[src/rtl/battle_turn_ctrl.sv]
// Turn sequencer for the battle datapath: alternates player and wild attacks,
// pacing each HP-update select so it spans exactly one frame-tick register update.
module battle_turn_ctrl #(
    parameter int DELAY_FRAMES = 30,
    parameter int TURN_W       = 8
) (
    input  logic              Clk,
    input  logic              Reset,
    input  logic              frame_tick,
    input  logic              start_battle,
    input  logic              attack_btn,
    input  logic              result_ack,
    input  logic              battle_done,
    input  logic [5:0]        hp_user,
    input  logic [5:0]        hp_wild,
    output logic              init_reg,
    output logic              wild_poke_reg,
    output logic              hp1_mux,
    output logic              hp2_mux,
    output logic              battle_active,
    output logic              user_won,
    output logic [TURN_W-1:0] turn_count,
    output logic [2:0]        state_dbg
);

    typedef enum logic [3:0] {
        IDLE   = 4'd0,
        LOAD   = 4'd1,
        P_WAIT = 4'd2,
        P_HIT  = 4'd3,
        P_CHK  = 4'd4,
        E_WAIT = 4'd5,
        E_HIT  = 4'd6,
        E_CHK  = 4'd7,
        DONE   = 4'd8
    } state_t;

    localparam logic [7:0] DLY_LOAD = 8'(DELAY_FRAMES - 1);

    state_t            state_q, state_d;
    logic [7:0]        dly_q, dly_d;
    logic [TURN_W-1:0] turn_q, turn_d;
    logic              won_q, won_d;
    logic              first_done_q, first_done_d;
    logic              atk_q;
    logic              rise;
    logic              wild_q, hp1_q, hp2_q, active_q;
    logic [2:0]        dbg_q;

    assign rise = attack_btn & ~atk_q;

    always_comb begin
        state_d      = state_q;
        dly_d        = dly_q;
        turn_d       = turn_q;
        won_d        = won_q;
        first_done_d = first_done_q;
        unique case (state_q)
            IDLE: if (start_battle) begin
                state_d = LOAD;
                turn_d  = '0;
            end
            LOAD:   if (frame_tick) state_d = P_WAIT;
            P_WAIT: if (rise) state_d = P_HIT;
            P_HIT: if (frame_tick) begin
                state_d = P_CHK;
                if (turn_q != '1) turn_d = turn_q + TURN_W'(1);
            end
            P_CHK: begin
                if (battle_done || hp_wild == 6'd0) begin
                    won_d   = (hp_wild == 6'd0);
                    state_d = DONE;
                end else begin
                    dly_d   = DLY_LOAD;
                    state_d = E_WAIT;
                end
            end
            E_WAIT: if (frame_tick) begin
                if (dly_q == 8'd0) state_d = E_HIT;
                else               dly_d   = dly_q - 8'd1;
            end
            E_HIT: if (frame_tick) state_d = E_CHK;
            E_CHK: begin
                // Wild HP at zero wins even when both sides faint together.
                if (battle_done || hp_user == 6'd0) begin
                    won_d   = (hp_wild == 6'd0);
                    state_d = DONE;
                end else begin
                    state_d = P_WAIT;
                end
            end
            DONE: if (result_ack) begin
                state_d = IDLE;
                won_d   = 1'b0;
            end
            default: state_d = IDLE;
        endcase
        if (state_d == DONE) first_done_d = 1'b1;
    end

    // Outputs are decoded from the next state so they line up with the state register.
    always_ff @(posedge Clk or negedge Reset) begin
        if (!Reset) begin
            state_q      <= IDLE;
            dly_q        <= '0;
            turn_q       <= '0;
            won_q        <= 1'b0;
            first_done_q <= 1'b0;
            atk_q        <= 1'b0;
            wild_q       <= 1'b0;
            hp1_q        <= 1'b0;
            hp2_q        <= 1'b0;
            active_q     <= 1'b0;
            dbg_q        <= 3'd0;
        end else begin
            state_q      <= state_d;
            dly_q        <= dly_d;
            turn_q       <= turn_d;
            won_q        <= won_d;
            first_done_q <= first_done_d;
            atk_q        <= attack_btn;
            wild_q       <= (state_d != IDLE) && (state_d != LOAD);
            hp1_q        <= (state_d == E_HIT);
            hp2_q        <= (state_d == P_HIT);
            active_q     <= (state_d != IDLE) && (state_d != DONE);
            dbg_q        <= (state_d == DONE) ? 3'd7 : state_d[2:0];
        end
    end

    assign init_reg      = first_done_q;
    assign wild_poke_reg = wild_q;
    assign hp1_mux       = hp1_q;
    assign hp2_mux       = hp2_q;
    assign battle_active = active_q;
    assign user_won      = won_q;
    assign turn_count    = turn_q;
    assign state_dbg     = dbg_q;

endmodule
[config.mk]
export PLATFORM = sky130hd
export DESIGN_NAME = battle_turn_ctrl
export DESIGN_NICKNAME = d
export VERILOG_FILES = /design/src/rtl/battle_turn_ctrl.sv
export SDC_FILE = /design/constraint.sdc
export NUM_CORES = 1
export LEC_CHECK = 0
export BUFFER_PORTS_ARGS = -buffer_cell sky130_fd_sc_hd__buf_2
export CAP_MARGIN = 20
export CORE_ASPECT_RATIO = 0.5
export CORE_UTILIZATION = 25
export DETAILED_ROUTE_END_ITERATION = 8
export PLACE_DENSITY = 0.4
export SYNTH_ARGS = -nofsm -noshare
export SYNTH_HDL_FRONTEND = slang
export SYNTH_SLANG_ARGS = --single-unit
export TNS_END_PERCENT = 5
[constraint.sdc]
create_clock -name Clk -period 2.1 [get_ports Clk]
set_input_delay 0.315 -clock Clk [delete_from_list [all_inputs] [get_ports Clk]]
set_output_delay 0.315 -clock Clk [all_outputs]
set_load 0.03 [all_outputs]
==> out/qor.yml <==
global_route:
  met2_usage_pct: 18.96
  gr-usage-met3_pct: 4.908
  grt_pass1_vias: 1270
  grt_overflow_total: 0
  grt.met1_usage_pct: 15.09
  track_usage_pct: 11.95
  grt_pass1_wl_um: 6161
  busiest_layer: "met2"
  antenna_found_initial: 0
  grt_max_degree: 31
yosys:
  synthArstFlopShare_pct: 100.0
  synth.distinct_cells: 53
  ys.warnings.count: 0
  ys_seq_elements: 30
  synth_edf_count: 0
  synth_cells: 163
  post_synth_instance_area_um2: 1628
  synth_top_cell_by_area: "dfrtp_1"
  ys_top_cells_by_area: "dfrtp_1 46%, nand3_1 3.4%, xnor2_1 3.2%, a21oi_1 3.1%, nor2_1 3.0%"
  synthFlopType: "dfrtp_1"
  avgSynthCellArea_um2: 9.987
  yosys.area.top_type_share_pct: 46.12
  synth_seq_area_share_pct: 46.12
  synthesis.nets: 184
cells_and_area:
  syn_to_final_growth_pct: 29.36
  drive_gt1_share_pct: 30.62
  nets: 229
  fillerInstances: 655
  utilization_pct: 34.07
  antenna-diode-count: 0
worst_setup_path:
  startpoint: "state_q[0]"
  required_ns: 2.30
  crit_end: "turn_count[7]"
  timing.rr.end: "turn_count[7]"
  rr_startpoint: "state_q[0]"
  r2r_cells: 6
  worstSetupPathType: "flip-flop to flip-flop"
  end_kind: "flip-flop"
  cp_cell_sequence: "buf_4 > nand4bb_1 > o21bai_4 > a21o_1 > or4_1 > a21oi_1"
  ff2ff_setup_slack_ns: 0.20
  crit_path_start_kind: "flip-flop"
  cp_max_fo: 12
  arrival_ns: 2.10
  cp_slowest_cell: "or4_1"
  critPathMaxStageDelay_ns: 0.48
placement:
  place_congestion: 0.7144
  port_buffers: 35
  dpl_worst_slack_ns: 0.2018
  dpl.hpwl_um: 2762
power:
  comb_power_share_pct: 41.7
  p_sw_mw: 1.012
  finalPower_mw: 2.657
  power_density_nw_per_um2: 1262
  clkPwrFrac_pct: 27.3
  seqPwrFrac_pct: 31.0
  internal_power_mw: 1.645
  switching_share_pct: 38.10
  p_leak_nw: 0.9481
  max-vdd-ir-drop_mv: 0.3807
timing:
  setup_viol: 0
  worst_hold_slack_ns: 0.08151
  final-max-slew-violation-count: 0
  fin_skew_ns: 0.006714
  timing.final.crit_share_pct: 90.69
  setup_slack_ns: 0.1956
  fin_setup_tns_ns: 0
  rsz0062_at_grt: "false"
  hold_viol: 0
  relSlewSlack_pct: 54.34
  fin_crit_ns: 1.904
  fmax_mhz: 525.1
  max_slew.worst_pin.slew_ns: 0.6849
clock_network:
  htreeDepth: 2
  cts_root_buffer: "clkbuf_16"
  cts_buffers: 5
  clockBufferDepth: 2
  post-cts-setup-buffer-count: 0
  clk_pin_slew_ns: 0.05
  clkLatencyLatePin_ns: 0.28
  cts_tree: "yes"
  clkSinkCount: 30
floorplanning:
  initial_core_util_pct: 26.34
  row_count: 20
  die_w_um: 116.1
  die_area_um2: 6858
  dieHeight_um: 59.06
  num_io_pins: 36
  fp.coreArea_um2: 6181
drt:
  wl_per_cell_um: 12.26
  routed_wl_um: 3642
  drtPass1Iterations: 4
  viasPerCell: 4.562
  ant_nets: 0
  drt_iter0_drc: 53
  drc: 0
  vias: 1355
run_status:
  status: "completed"
hold_path:
  hp-class: "input port to asynchronous set/reset pin"
flow_run:
  maxCapViolCount: 0
-- power groups by stage --
stage / logic (mW) / clock network (mW) / registers, mW
global placement: 1.11 / 0 / 0.834
floorplan: 0.631 / 0 / 0.973
detailed placement: 1.10 / 0 / 0.834
global route: 1.24 / 0.772 / 0.846
CTS: 1.10 / 0.752 / 0.826
finish: 1.11 / 0.727 / 0.824
-- synthesized netlist by cell type, drive strengths merged (2+ instances only) --
library cell,number
nand4,2
nand3,12
nor4,7
a211oi,4
buf,4
inv,7
nor3b,3
and3,2
a21oi,10
xnor2,6
dfrtp,30
nor4bb,2
a211o,2
nor2b,3
nand2,6
mux2,2
o21ai,6
nand2b,3
or4,2
a311oi,2
mux2i,2
nor2,14
o31ai,2
ha,2
a22o,2
nor3,8
clkbuf,2
-- cell type report --
type	instances	area (µm²)	area share [%]
multi-input combinational	120	824.5	39.16
timing repair buffer	44	242.7	11.53
inverter	7	26.28	1.248
sequential	30	750.7	35.65
clock inverter	2	12.51	0.5942
clock buffer	6	138.9	6.595
tap	88	110.1	5.229
-- timing repair --
action | 4_1_cts | 5_1_grt
resized for setup | 0 | 1
hold buffers | 0 | 0
setup endpoints to repair | 0 | 1
-- layer usage --
metal	vias up	wire length, µm
met5	-	0
met4	0	24
met3	2	136
met2	13	1647
met1	649	1833
li1	691	-
-- per-stage QoR --
| step | std cells | area [µm²] |
|---|---|---|
| floorplan | 163 | 1628 |
| global placement | 289 | 1946 |
| detailed placement | 289 | 1946 |
| CTS | 297 | 2097 |
| global route | 297 | 2106 |
| finish | 297 | 2106 |
-- critical path, delay by kind of cell (launching register included) --
kind / cells / cell delay, ns
and+or+nand+nor: 2 / 0.67
buffers and inverters: 1 / 0.17
AOI/OAI and AO/OA: 3 / 0.64
DFF: 1 / 0.34
-- cell usage in the layout (no fill, tap or decap), types with 4 or more instances in the layout --
master | netlist | routed
a21oi_1 | 10 | 10
buf_2 | 1 | 35
buf_4 | 1 | 9
clkbuf_16 | 0 | 5
dfrtp_1 | 30 | 30
inv_1 | 5 | 5
nand2_1 | 6 | 6
nand3_1 | 11 | 11
nor2_1 | 13 | 13
nor3_1 | 8 | 8
nor4_1 | 4 | 4
xnor2_1 | 6 | 6
-- cells by family after synthesis --
| family | Yosys count | synth area share (%) |
|---|---|---|
| flops | 30 | 46.12 |
| compound gates | 36 | 15.68 |
| fa+ha+maj | 2 | 1.537 |
| xor+xnor | 6 | 3.228 |
| mux | 4 | 2.844 |
| buf+inv | 13 | 3.766 |
| simple gates | 72 | 26.83 |
-- worst min-delay path by stage --
stage / slack (ns) / to / startpoint / cells after the start
3_5_place_dp: 0.40 / turn_count[7] / Reset / 1
2_1_floorplan: 0.02 / atk_q / Reset / 0
5_1_grt: 0.14 / state_dbg[2] / Reset / 1
4_1_cts: 0.11 / turn_count[7] / Reset / 1
6_report: 0.08 / turn_count[7] / Reset / 1
3_3_place_gp: 0.40 / turn_count[7] / Reset / 1
Power figures use the tool's default switching activity.
